`src/rtl/sdram_aref_if.sv`:
```
// Handshake and command bus between the SDRAM auto-refresh block and its arbiter.
// The refresh block attaches through the slave modport; the arbiter/bench uses master.
interface sdram_aref_if #(
    parameter int ADDR_WIDTH = 12
);
    logic                  init_end;
    logic                  aref_en;
    logic                  aref_req;
    logic                  aref_end;
    logic [3:0]            aref_cmd;
    logic [ADDR_WIDTH-1:0] aref_addr;

    modport master (
        output init_end,
        output aref_en,
        input  aref_req,
        input  aref_end,
        input  aref_cmd,
        input  aref_addr
    );

    modport slave (
        input  init_end,
        input  aref_en,
        output aref_req,
        output aref_end,
        output aref_cmd,
        output aref_addr
    );
endinterface

```
`src/rtl/sdram_aref.sv`:
```
// SDRAM auto-refresh controller: periodic sticky request, arbiter grant, refresh command
// sequence. Define SDRAM_AREF_PRECHARGE_EN to prefix each refresh with PRECHARGE-all.
module sdram_aref #(
    parameter int ADDR_WIDTH = 12,
    parameter int REF_PERIOD = 750,
    parameter int TRP_CYCLES = 2,
    parameter int TRC_CYCLES = 4
) (
    input  logic        clk,
    input  logic        rst_n,
    sdram_aref_if.slave bus
);

    localparam int CNT_W    = $clog2(REF_PERIOD + 1);
    localparam int WAIT_MAX = (TRP_CYCLES > TRC_CYCLES) ? TRP_CYCLES : TRC_CYCLES;
    localparam int WAIT_W   = $clog2(WAIT_MAX + 1);

    localparam logic [3:0] CMD_NOP  = 4'b0111;
    localparam logic [3:0] CMD_AREF = 4'b0001;
`ifdef SDRAM_AREF_PRECHARGE_EN
    localparam logic [3:0] CMD_PRE  = 4'b0010;
`endif
    localparam logic [ADDR_WIDTH-1:0] ADDR_PALL = ADDR_WIDTH'(11'd1024);

    typedef enum logic [2:0] {
        ST_IDLE      = 3'd0,
`ifdef SDRAM_AREF_PRECHARGE_EN
        ST_PRE       = 3'd1,
        ST_PRE_WAIT  = 3'd2,
`endif
        ST_AREF      = 3'd3,
        ST_AREF_WAIT = 3'd4,
        ST_END       = 3'd5
    } state_t;

    logic [CNT_W-1:0]  cnt_r;
    logic              wrap_s;
    logic              grant_s;
    logic              req_r;
    state_t            state_r;
    state_t            state_s;
    logic [WAIT_W-1:0] wait_r;
    logic [WAIT_W-1:0] wait_s;
    logic [3:0]        cmd_s;
    logic              end_s;
    logic [3:0]        cmd_r;
    logic              end_r;

    assign wrap_s  = bus.init_end && (cnt_r == CNT_W'(REF_PERIOD - 1));
    assign grant_s = (state_r == ST_IDLE) && req_r && bus.aref_en;

    // Free-running refresh period counter, held at zero until the SDRAM is initialised.
    always_ff @(posedge clk or negedge rst_n) begin
        if (!rst_n) begin
            cnt_r <= {CNT_W{1'b0}};
        end else if (!bus.init_end || wrap_s) begin
            cnt_r <= {CNT_W{1'b0}};
        end else begin
            cnt_r <= cnt_r + CNT_W'(1);
        end
    end

    // Sticky request: a fresh wrap outranks the grant that consumes the previous request.
    always_ff @(posedge clk or negedge rst_n) begin
        if (!rst_n) begin
            req_r <= 1'b0;
        end else if (!bus.init_end) begin
            req_r <= 1'b0;
        end else if (wrap_s) begin
            req_r <= 1'b1;
        end else if (grant_s) begin
            req_r <= 1'b0;
        end else begin
            req_r <= req_r;
        end
    end

    // Sequence state and wait-cycle counter registers.
    always_ff @(posedge clk or negedge rst_n) begin
        if (!rst_n) begin
            state_r <= ST_IDLE;
            wait_r  <= {WAIT_W{1'b0}};
        end else begin
            state_r <= state_s;
            wait_r  <= wait_s;
        end
    end

    // Next-state logic and the command belonging to the current state.
    always_comb begin
        state_s = state_r;
        wait_s  = {WAIT_W{1'b0}};
        cmd_s   = CMD_NOP;
        end_s   = 1'b0;
        case (state_r)
            ST_IDLE: begin
                if (grant_s) begin
`ifdef SDRAM_AREF_PRECHARGE_EN
                    state_s = ST_PRE;
`else
                    state_s = ST_AREF;
`endif
                end else begin
                    state_s = ST_IDLE;
                end
            end
`ifdef SDRAM_AREF_PRECHARGE_EN
            ST_PRE: begin
                cmd_s   = CMD_PRE;
                state_s = ST_PRE_WAIT;
            end
            ST_PRE_WAIT: begin
                if (wait_r == WAIT_W'(TRP_CYCLES - 1)) begin
                    state_s = ST_AREF;
                end else begin
                    wait_s  = wait_r + WAIT_W'(1);
                    state_s = ST_PRE_WAIT;
                end
            end
`endif
            ST_AREF: begin
                cmd_s   = CMD_AREF;
                state_s = ST_AREF_WAIT;
            end
            ST_AREF_WAIT: begin
                if (wait_r == WAIT_W'(TRC_CYCLES - 1)) begin
                    state_s = ST_END;
                end else begin
                    wait_s  = wait_r + WAIT_W'(1);
                    state_s = ST_AREF_WAIT;
                end
            end
            ST_END: begin
                end_s   = 1'b1;
                state_s = ST_IDLE;
            end
            default: begin
                state_s = ST_IDLE;
            end
        endcase
    end

    // Registered command and completion outputs, one cycle behind the state.
    always_ff @(posedge clk or negedge rst_n) begin
        if (!rst_n) begin
            cmd_r <= CMD_NOP;
            end_r <= 1'b0;
        end else begin
            cmd_r <= cmd_s;
            end_r <= end_s;
        end
    end

    assign bus.aref_req  = req_r;
    assign bus.aref_end  = end_r;
    assign bus.aref_cmd  = cmd_r;
    assign bus.aref_addr = ADDR_PALL;

endmodule

```
`src/flat_wrapper.sv`:
```
// flat-port wrapper written by rule: the top's interface ports become plain ports
module sdram_aref_flat 
#(
    parameter int ADDR_WIDTH = 12,
    parameter int REF_PERIOD = 750,
    parameter int TRP_CYCLES = 2,
    parameter int TRC_CYCLES = 4
)
  (clk, rst_n, bus_init_end, bus_aref_en, bus_aref_req, bus_aref_end, bus_aref_cmd, bus_aref_addr);
  sdram_aref_if #(.ADDR_WIDTH(ADDR_WIDTH)) bus_i ();
  input  logic clk;
  input  logic rst_n;
  input wire logic [$bits(bus_i.init_end)-1:0] bus_init_end;
  input wire logic [$bits(bus_i.aref_en)-1:0] bus_aref_en;
  output wire logic [$bits(bus_i.aref_req)-1:0] bus_aref_req;
  output wire logic [$bits(bus_i.aref_end)-1:0] bus_aref_end;
  output wire logic [$bits(bus_i.aref_cmd)-1:0] bus_aref_cmd;
  output wire logic [$bits(bus_i.aref_addr)-1:0] bus_aref_addr;
  assign bus_i.init_end = bus_init_end;
  assign bus_i.aref_en = bus_aref_en;
  assign bus_aref_req = bus_i.aref_req;
  assign bus_aref_end = bus_i.aref_end;
  assign bus_aref_cmd = bus_i.aref_cmd;
  assign bus_aref_addr = bus_i.aref_addr;
  sdram_aref #(.ADDR_WIDTH(ADDR_WIDTH), .REF_PERIOD(REF_PERIOD), .TRP_CYCLES(TRP_CYCLES), .TRC_CYCLES(TRC_CYCLES)) u_core (.clk(clk), .rst_n(rst_n), .bus(bus_i));
endmodule
```
`config.mk`:
```
export PLATFORM = sky130hd
export DESIGN_NAME = sdram_aref_flat
export DESIGN_NICKNAME = d
export VERILOG_FILES = /design/src/rtl/sdram_aref_if.sv /design/src/rtl/sdram_aref.sv /design/src/flat_wrapper.sv
export SDC_FILE = /design/constraint.sdc
export NUM_CORES = 1
export LEC_CHECK = 0
export ABC_AREA = 1
export CAP_MARGIN = 20
export CORE_AREA = 2 2 49 51
export DETAILED_ROUTE_END_ITERATION = 6
export DIE_AREA = 0 0 51 53
export MAX_ROUTING_LAYER = met4
export PLACE_DENSITY = 0.82
export SLEW_MARGIN = 40
export SYNTH_ARGS = -nofsm -noshare
export SYNTH_HDL_FRONTEND = slang
export SYNTH_SLANG_ARGS = --single-unit
export TNS_END_PERCENT = 30
```
`constraint.sdc`:
```
create_clock -name clk -period 1.71 [get_ports clk]
set_clock_uncertainty 0.15 [all_clocks]
set_input_delay 0.342 -clock clk [delete_from_list [all_inputs] [get_ports clk]]
set_output_delay 0.342 -clock clk [all_outputs]
set_load 0.1 [all_outputs]
```
After elaboration in Yosys (flattened, before gate mapping). Cells that the tools add are included.

Bits in registers: 21. Bits of input ports: 4. Output and inout bits: 18. Logic and storage cells: 31.

Add/sub/neg operators: 2. Equal/unequal tests: 6. Muxes and demuxes: 11. Reductions and logical operators: 6.

Operator list (number): $add A10 B1 Y10 const B (1); $eq A10 B10 Y1 const B (1); $mux W10 (1); $mux W3 (3); $pmux W3 S3 (1); $eq A3 B2 Y1 const B (2); $eq A3 B3 Y1 const B (2); $mux W1 (5); $add A3 B1 Y3 const B (1); $logic_and A1 B1 Y1 (3); $logic_not A3 Y1 (1); $ne A3 B1 Y1 const B (1); $mux W2 (1); $logic_not A1 Y1 (1); $logic_or A1 B1 Y1 (1).

Logic depth before layout (Yosys ltp). Gate-level depths: netlist (run 1).

Depth in word-level cells: 6. Gate-level depth with buffers: 7. Gate-level depth less buffers: 7.

Least setup slack after synthesis (run 1). No wires, ideal clock.

Kind: reg-to-output. Start point: reg, netlist name u_core.bus.aref_cmd[1]. End point: out bus_aref_cmd[2]. Data arrival time: 1217 ps. Data required time: 1218 ps. Setup slack: 1 ps. Cell stages (with the launch flop): 2. Buffers on the path: 1. Cell sequence: dfstp_2 -> buf_4.

RTL lines: end, declared (line flat_wrapper.sv:17) `output wire logic [$bits(bus_i.aref_cmd)-1:0] bus_aref_cmd;`.

==> results of run 1 <==
[worst reg2reg max path: cells and delay by family, from the launching register on]
kind	cells	cell delay (ns)
fa+ha+maj	1	0.15
buf+inv	1	0.10
flops	1	0.41
simple gates	5	0.52
[cell families after synthesis]
kind of cell             count (synthesis)  synth area share [%]
XOR/XNOR                                 2                 1.800
flip-flops                              19                 48.97
AO/OA/AOI/OAI                            6                 3.984
AND/OR/NAND/NOR                         54                 24.80
other                                    2                0.7715
adder cells (fa/ha/maj)                  3                 3.856
buffers and inverters                   26                 15.81
[metrics by stage]
stage	worst slack (ns)	total power [mW]	hold slack (ns)	area [um2]
after floorplan	0.001418	0.6440	-0.1036	1018
after global placement	0.3234	0.6391	0.2749	1059
after detailed placement	0.2921	0.6409	0.2806	1059
after CTS	0.1302	0.8668	0.2132	1085
after global routing	0.09368	0.9007	0.2108	1085
final	0.1416	0.8565	0.2036	1085
[metal layers]
layer | share of wire (%) | vias to the layer above
met5 | 0 | -
met2 | 50 | 16
met1 | 44 | 328
met3 | 3.1 | 5
li1 | - | 345
met4 | 2.9 | 0
[layout make-up]
type                            count  area (um2)  share of cell area [%]
Clock buffer                        4       26.28                   2.422
Inverter                           11       41.29                   3.806
Multi-Input combinational cell     79       387.9                   35.76
Sequential cell                    19       476.7                   43.94
Tap cell                           28       35.03                   3.230
Timing Repair Buffer                8       117.6                   10.84
[layout by cell type (no fill, tap or decap), drive strengths merged, types with 2 or more instances in the layout]
cell type      instances
nand2                 22
nor2                  19
dfrtp                 18
conb                  14
inv                   11
nand3                  7
buf                    5
nand4                  4
clkbuf                 4
ha                     3
clkdlybuf4s50          3
o21ai                  2
[worst max-delay path by stage]
stage | startpoint | end
detailed placement | u_core.cnt_r[1] | u_core.cnt_r[8]
CTS | u_core.bus.aref_cmd[1] | bus_aref_cmd[2]
global placement | bus_aref_en | u_core.bus.aref_req
finish | u_core.bus.aref_cmd[1] | bus_aref_cmd[2]
global route | u_core.bus.aref_cmd[1] | bus_aref_cmd[2]
floorplan | u_core.bus.aref_cmd[1] | bus_aref_cmd[2]
[registers in the layout (all words and copies together) (netlist names)]
| signal | count |
|---|---|
| u_core.state_r | 3 |
| u_core.bus.aref_cmd | 1 |
| u_core.bus.aref_end | 1 |
| u_core.cnt_r | 10 |
| u_core.bus.aref_req | 1 |
| u_core.wait_r | 3 |
[power by group through the flow]
stage / logic [mW] / clock network (mW) / registers, mW
after floorplan: 0.174 / 0 / 0.470
after global placement: 0.169 / 0 / 0.471
after detailed placement: 0.170 / 0 / 0.471
after CTS: 0.170 / 0.235 / 0.462
after global routing: 0.179 / 0.257 / 0.465
final: 0.169 / 0.225 / 0.463
==> flow_summary.json, run 1 <==
{
  "yosysMostFrequentCell": "nand2_1",
  "cts_setup_buffers": 0,
  "finalCritPeriodShare_pct": 91.72,
  "grt_pass1_vias": 661,
  "final_util_pct": 50.50,
  "r2r-end": "u_core.cnt_r[8]",
  "hold_class": "in -> async",
  "grt_pass1_wl_mm": 2.753,
  "drt-total-wl_mm": 1.503,
  "place.gp.congestion": 0.7872,
  "syn2layout_area_growth_pct": 11.44,
  "met2_usage_pct": 23.81,
  "first_pass_iters": 4,
  "critPathTopFamily": "flip-flops",
  "syn_avg_cell_area_um2": 8.691,
  "nets": 129,
  "antenna_found_initial": 0,
  "maxSlewViolCount": 0,
  "fp-row-count": 17,
  "vdd_drop_max_mv": 0.4546,
  "slowest_delay_ns": 0.59,
  "cts_tree": "yes",
  "synth-edff-count": 0,
  "tns_ns": 0,
  "rsz0062_at_grt": "false",
  "cp_slowest_cell": "dfstp_2",
  "power_switching_share_pct": 34.43,
  "synthFlopType": "dfrtp_1",
  "fmax_mhz": 637.6,
  "instances_no_fill": 149,
  "use_met3_pct": 3.390,
  "status": "finished, final reports clean",
  "finalSetupViolations": 0,
  "place_hpwl_mm": 1.170,
  "r2r_start": "u_core.cnt_r[1]",
  "seqPwrFrac_pct": 54.0,
  "grt_max_degree": 20,
  "path_max_fanout": 2,
  "syn_inst": 112,
  "via_count": 694,
  "ff2ff_path_depth": 7,
  "cts_num_sinks": 19,
  "cp.depth": 1,
  "worst-path-buf-inv": 1,
  "synth_largest_area_cell": "dfrtp_1",
  "clkPwrFrac_pct": 26.2,
  "diodes": 0,
  "drt_iter0_markers": 18,
  "drc_errors": 0,
  "drive_gt1_share_pct": 13.22,
  "io_pins": 22,
  "top_usage_layer": "met2",
  "clkLatencyLatePin_ns": 0.30,
  "ctsHoldBuffers": 0,
  "period_minus_slack_ns": 1.568,
  "port-buffer-count": 7,
  "initial_core_util_pct": 45.31,
  "grt.overflow.total": 0,
  "drv_cap": 0,
  "synthTopCellsByCount": "nand2_1 (20), dfrtp_1 (18), buf_4 (15), nor2_1 (15), inv_1 (11)",
  "p_per_area_nw_per_um2": 789.6,
  "worstPathArrival_ns": 1.08,
  "synth.top_cell.area_share_pct": 46.27,
  "p_switching_mw": 0.2949,
  "p_int_mw": 0.5616,
  "core_um2": 2148,
  "report.final.hold_viol_count": 0,
  "ctsLongestPathBuffers": 2,
  "clock_tree.root_cell": "clkbuf_4",
  "final.fill_count": 201,
  "avgRoutedWirePerCell_um": 10.09,
  "synth_area_um2": 973.4,
  "htree_levels": 1,
  "synthArstFlopShare_pct": 100.0,
  "synthTopCellsByArea": "dfrtp_1 (46%), buf_4 (12%), nand2_1 (7.7%)",
  "clkTransAtPathRegs_ns": 0.10,
  "yosys_warnings": 0,
  "ff2ff_setup_slack_ns": 0.28,
  "yosys_register_bits": 19,
  "numCtsBuffers": 3,
  "dieWidth_um": 51,
  "use_met1_pct": 16.04,
  "dieArea_um2": 2703,
  "synth_cell_types": 22,
  "ys_seq_area_share_pct": 48.97,
  "worstPathRequired_ns": 1.22,
  "ant_nets": 0,
  "dp.cells": 145,
  "path_cells": "buf_12",
  "viasPerCell": 4.658,
  "p_leak_nw": 0.5317,
  "cts_resized": 0,
  "combPwrFrac_pct": 19.8,
  "end_kind": "output pin",
  "critical_path_class": "reg -> out",
  "startpoint_type": "flop",
  "grt_usage_pct": 14.56,
  "die_h_um": 53
}
No activity file was read; power rests on OpenSTA's default activity.
==> inputs of run 2 (changes only) <==
==> constraint.sdc (replaced) <==
create_clock -name clk -period 1.7 [get_ports clk]
set_clock_uncertainty 0.15 [all_clocks]
set_input_delay 0.34 -clock clk [delete_from_list [all_inputs] [get_ports clk]]
set_output_delay 0.34 -clock clk [all_outputs]
set_load 0.1 [all_outputs]
==> run 2 against run 1 <==
Register-to-register slack lost 0.04 ns. Clock-buffer cell count shrank 1. Via count shrank 1.6%. Core utilization grew 0.35 points.
==> flow_summary.json, run 2 (synthesis results as in run 1) <==
{
  "status": "finished, final reports clean",
  "place_hpwl_mm": 1.206,
  "io_pins": 22,
  "largest_register_ffs": 10,
  "vdd_drop_max_mv": 0.6577,
  "final_common_cell": "nand2_1",
  "ctsHoldBuffers": 0,
  "htree_levels": 1,
  "total_power_mw": 0.8699,
  "cts_resized": 0,
  "final.fill_count": 199,
  "ff2ff_path_depth": 6,
  "first_pass_iters": 4,
  "grt_pass1_wl_mm": 2.718,
  "power_switching_share_pct": 35.30,
  "combPwrFrac_pct": 19.6,
  "critPathTopFamily": "flip-flops",
  "grt_pass1_vias": 644,
  "drv_cap": 0,
  "p_leak_nw": 0.5305,
  "ant_nets": 0,
  "dieArea_um2": 2703,
  "viasPerCell": 4.584,
  "die_h_um": 53,
  "core_um2": 2148,
  "grt_max_degree": 20,
  "drive_gt1_share_pct": 14.05,
  "report.final.hold_viol_count": 0,
  "worstPathArrival_ns": 1.14,
  "numCtsBuffers": 3,
  "seqPwrFrac_pct": 53.5,
  "cts_num_sinks": 19,
  "drc_errors": 0,
  "final_cell_mix": "nand2_1 (20), dfrtp_1 (18), nor2_1 (15)",
  "cts_tree": "yes",
  "drt-total-wl_mm": 1.568,
  "via_count": 683,
  "drt_iter0_markers": 9,
  "cp_slowest_cell": "dfstp_4",
  "path_cells": "buf_12",
  "cts_setup_buffers": 0,
  "maxSlewViolCount": 0,
  "clkPwrFrac_pct": 26.9,
  "r2r-end": "u_core.cnt_r[6]",
  "worst-path-buf-inv": 1,
  "grt_usage_pct": 13.85,
  "finalCritPeriodShare_pct": 95.88,
  "dieWidth_um": 51,
  "fp-row-count": 17,
  "critical_path_class": "reg -> out",
  "regArea_um2": 480.5,
  "initial_core_util_pct": 45.31,
  "r2r_start": "u_core.cnt_r[0]",
  "clock_tree.root_cell": "clkbuf_4",
  "port-buffer-count": 7,
  "end_kind": "output pin",
  "nets": 129,
  "period_minus_slack_ns": 1.630,
  "p_int_mw": 0.5628,
  "path_max_fanout": 2,
  "ff2ff_setup_slack_ns": 0.24,
  "p_per_area_nw_per_um2": 796.4,
  "diodes": 0,
  "slowest_delay_ns": 0.66,
  "startpoint_type": "flop",
  "rsz0062_at_grt": "false",
  "clkLatencyLatePin_ns": 0.30,
  "finalSetupViolations": 0,
  "fmax_mhz": 613.5,
  "multi_input_area_um2": 387.9,
  "p_switching_mw": 0.3071,
  "grt.overflow.total": 0,
  "avgRoutedWirePerCell_um": 10.52,
  "hold_class": "in -> async",
  "syn2layout_area_growth_pct": 12.21,
  "ctsLongestPathBuffers": 2,
  "antenna_found_initial": 0,
  "worstPathRequired_ns": 1.21,
  "clkTransAtPathRegs_ns": 0.11,
  "largestRegisters": "u_core.cnt_r x10, u_core.state_r x3, u_core.wait_r x3",
  "place.gp.congestion": 0.7903,
  "regMostFlops": "u_core.cnt_r",
  "tns_ns": 0
}
## run 2: cell types whose count changed in the layout (fill, tap and decap cells not counted)
cell,delta
dfstp_4,+1
dfstp_2,-1
clkinvlp_4,+1
clkbuf_1,-1
## run 2: layer usage
layer  up-vias  share of wire (%)  global-route usage, %
met3         4                3.3                 0.8475
met2        20                 54                  24.89
li1        341                  -                      -
met4         0                1.6                  5.405
met1       318                 41                  16.33
met5         -                  0                      -
## run 2: through the flow
stage,utilization [%],hold slack [ns],cell area (um2),instances,setup slack [ns]
floorplan,-,-0.1056,1022,124,0.09953
global placement,49.45,0.2734,1062,145,0.3263
detailed placement,49.45,0.2905,1062,145,0.2667
CTS,50.84,0.2097,1092,149,0.06169
global route,50.84,0.2136,1092,149,0.04381
finish,50.84,0.2024,1092,149,0.06998
## run 2: cell type report
type	count	area share, %
Timing Repair Buffer	8	10.77
Sequential cell	19	43.99
Clock inverter	1	0.6873
Multi-Input combinational cell	79	35.51
Tap cell	28	3.207
Clock buffer	3	2.062
Inverter	11	3.780
## run 2: power by group through the flow
stage | clock network, mW | logic, mW | registers, mW
2_1_floorplan | 0 | 0.175 | 0.473
5_1_grt | 0.252 | 0.178 | 0.467
3_3_place_gp | 0 | 0.170 | 0.473
4_1_cts | 0.238 | 0.171 | 0.465
3_5_place_dp | 0 | 0.171 | 0.474
6_report | 0.234 | 0.171 | 0.465
## run 2: worst max path at each step
stage                                 startpoint                   to  slack [ns]  depth (start not counted)
after global placement               bus_aref_en  u_core.bus.aref_req        0.33                          4
after detailed placement         u_core.cnt_r[0]      u_core.cnt_r[6]        0.27                          6
after global routing      u_core.bus.aref_cmd[1]      bus_aref_cmd[2]        0.04                          1
after CTS                 u_core.bus.aref_cmd[1]      bus_aref_cmd[2]        0.06                          1
after floorplan           u_core.bus.aref_cmd[1]      bus_aref_cmd[2]         0.1                          1
final                     u_core.bus.aref_cmd[1]      bus_aref_cmd[2]        0.07                          1
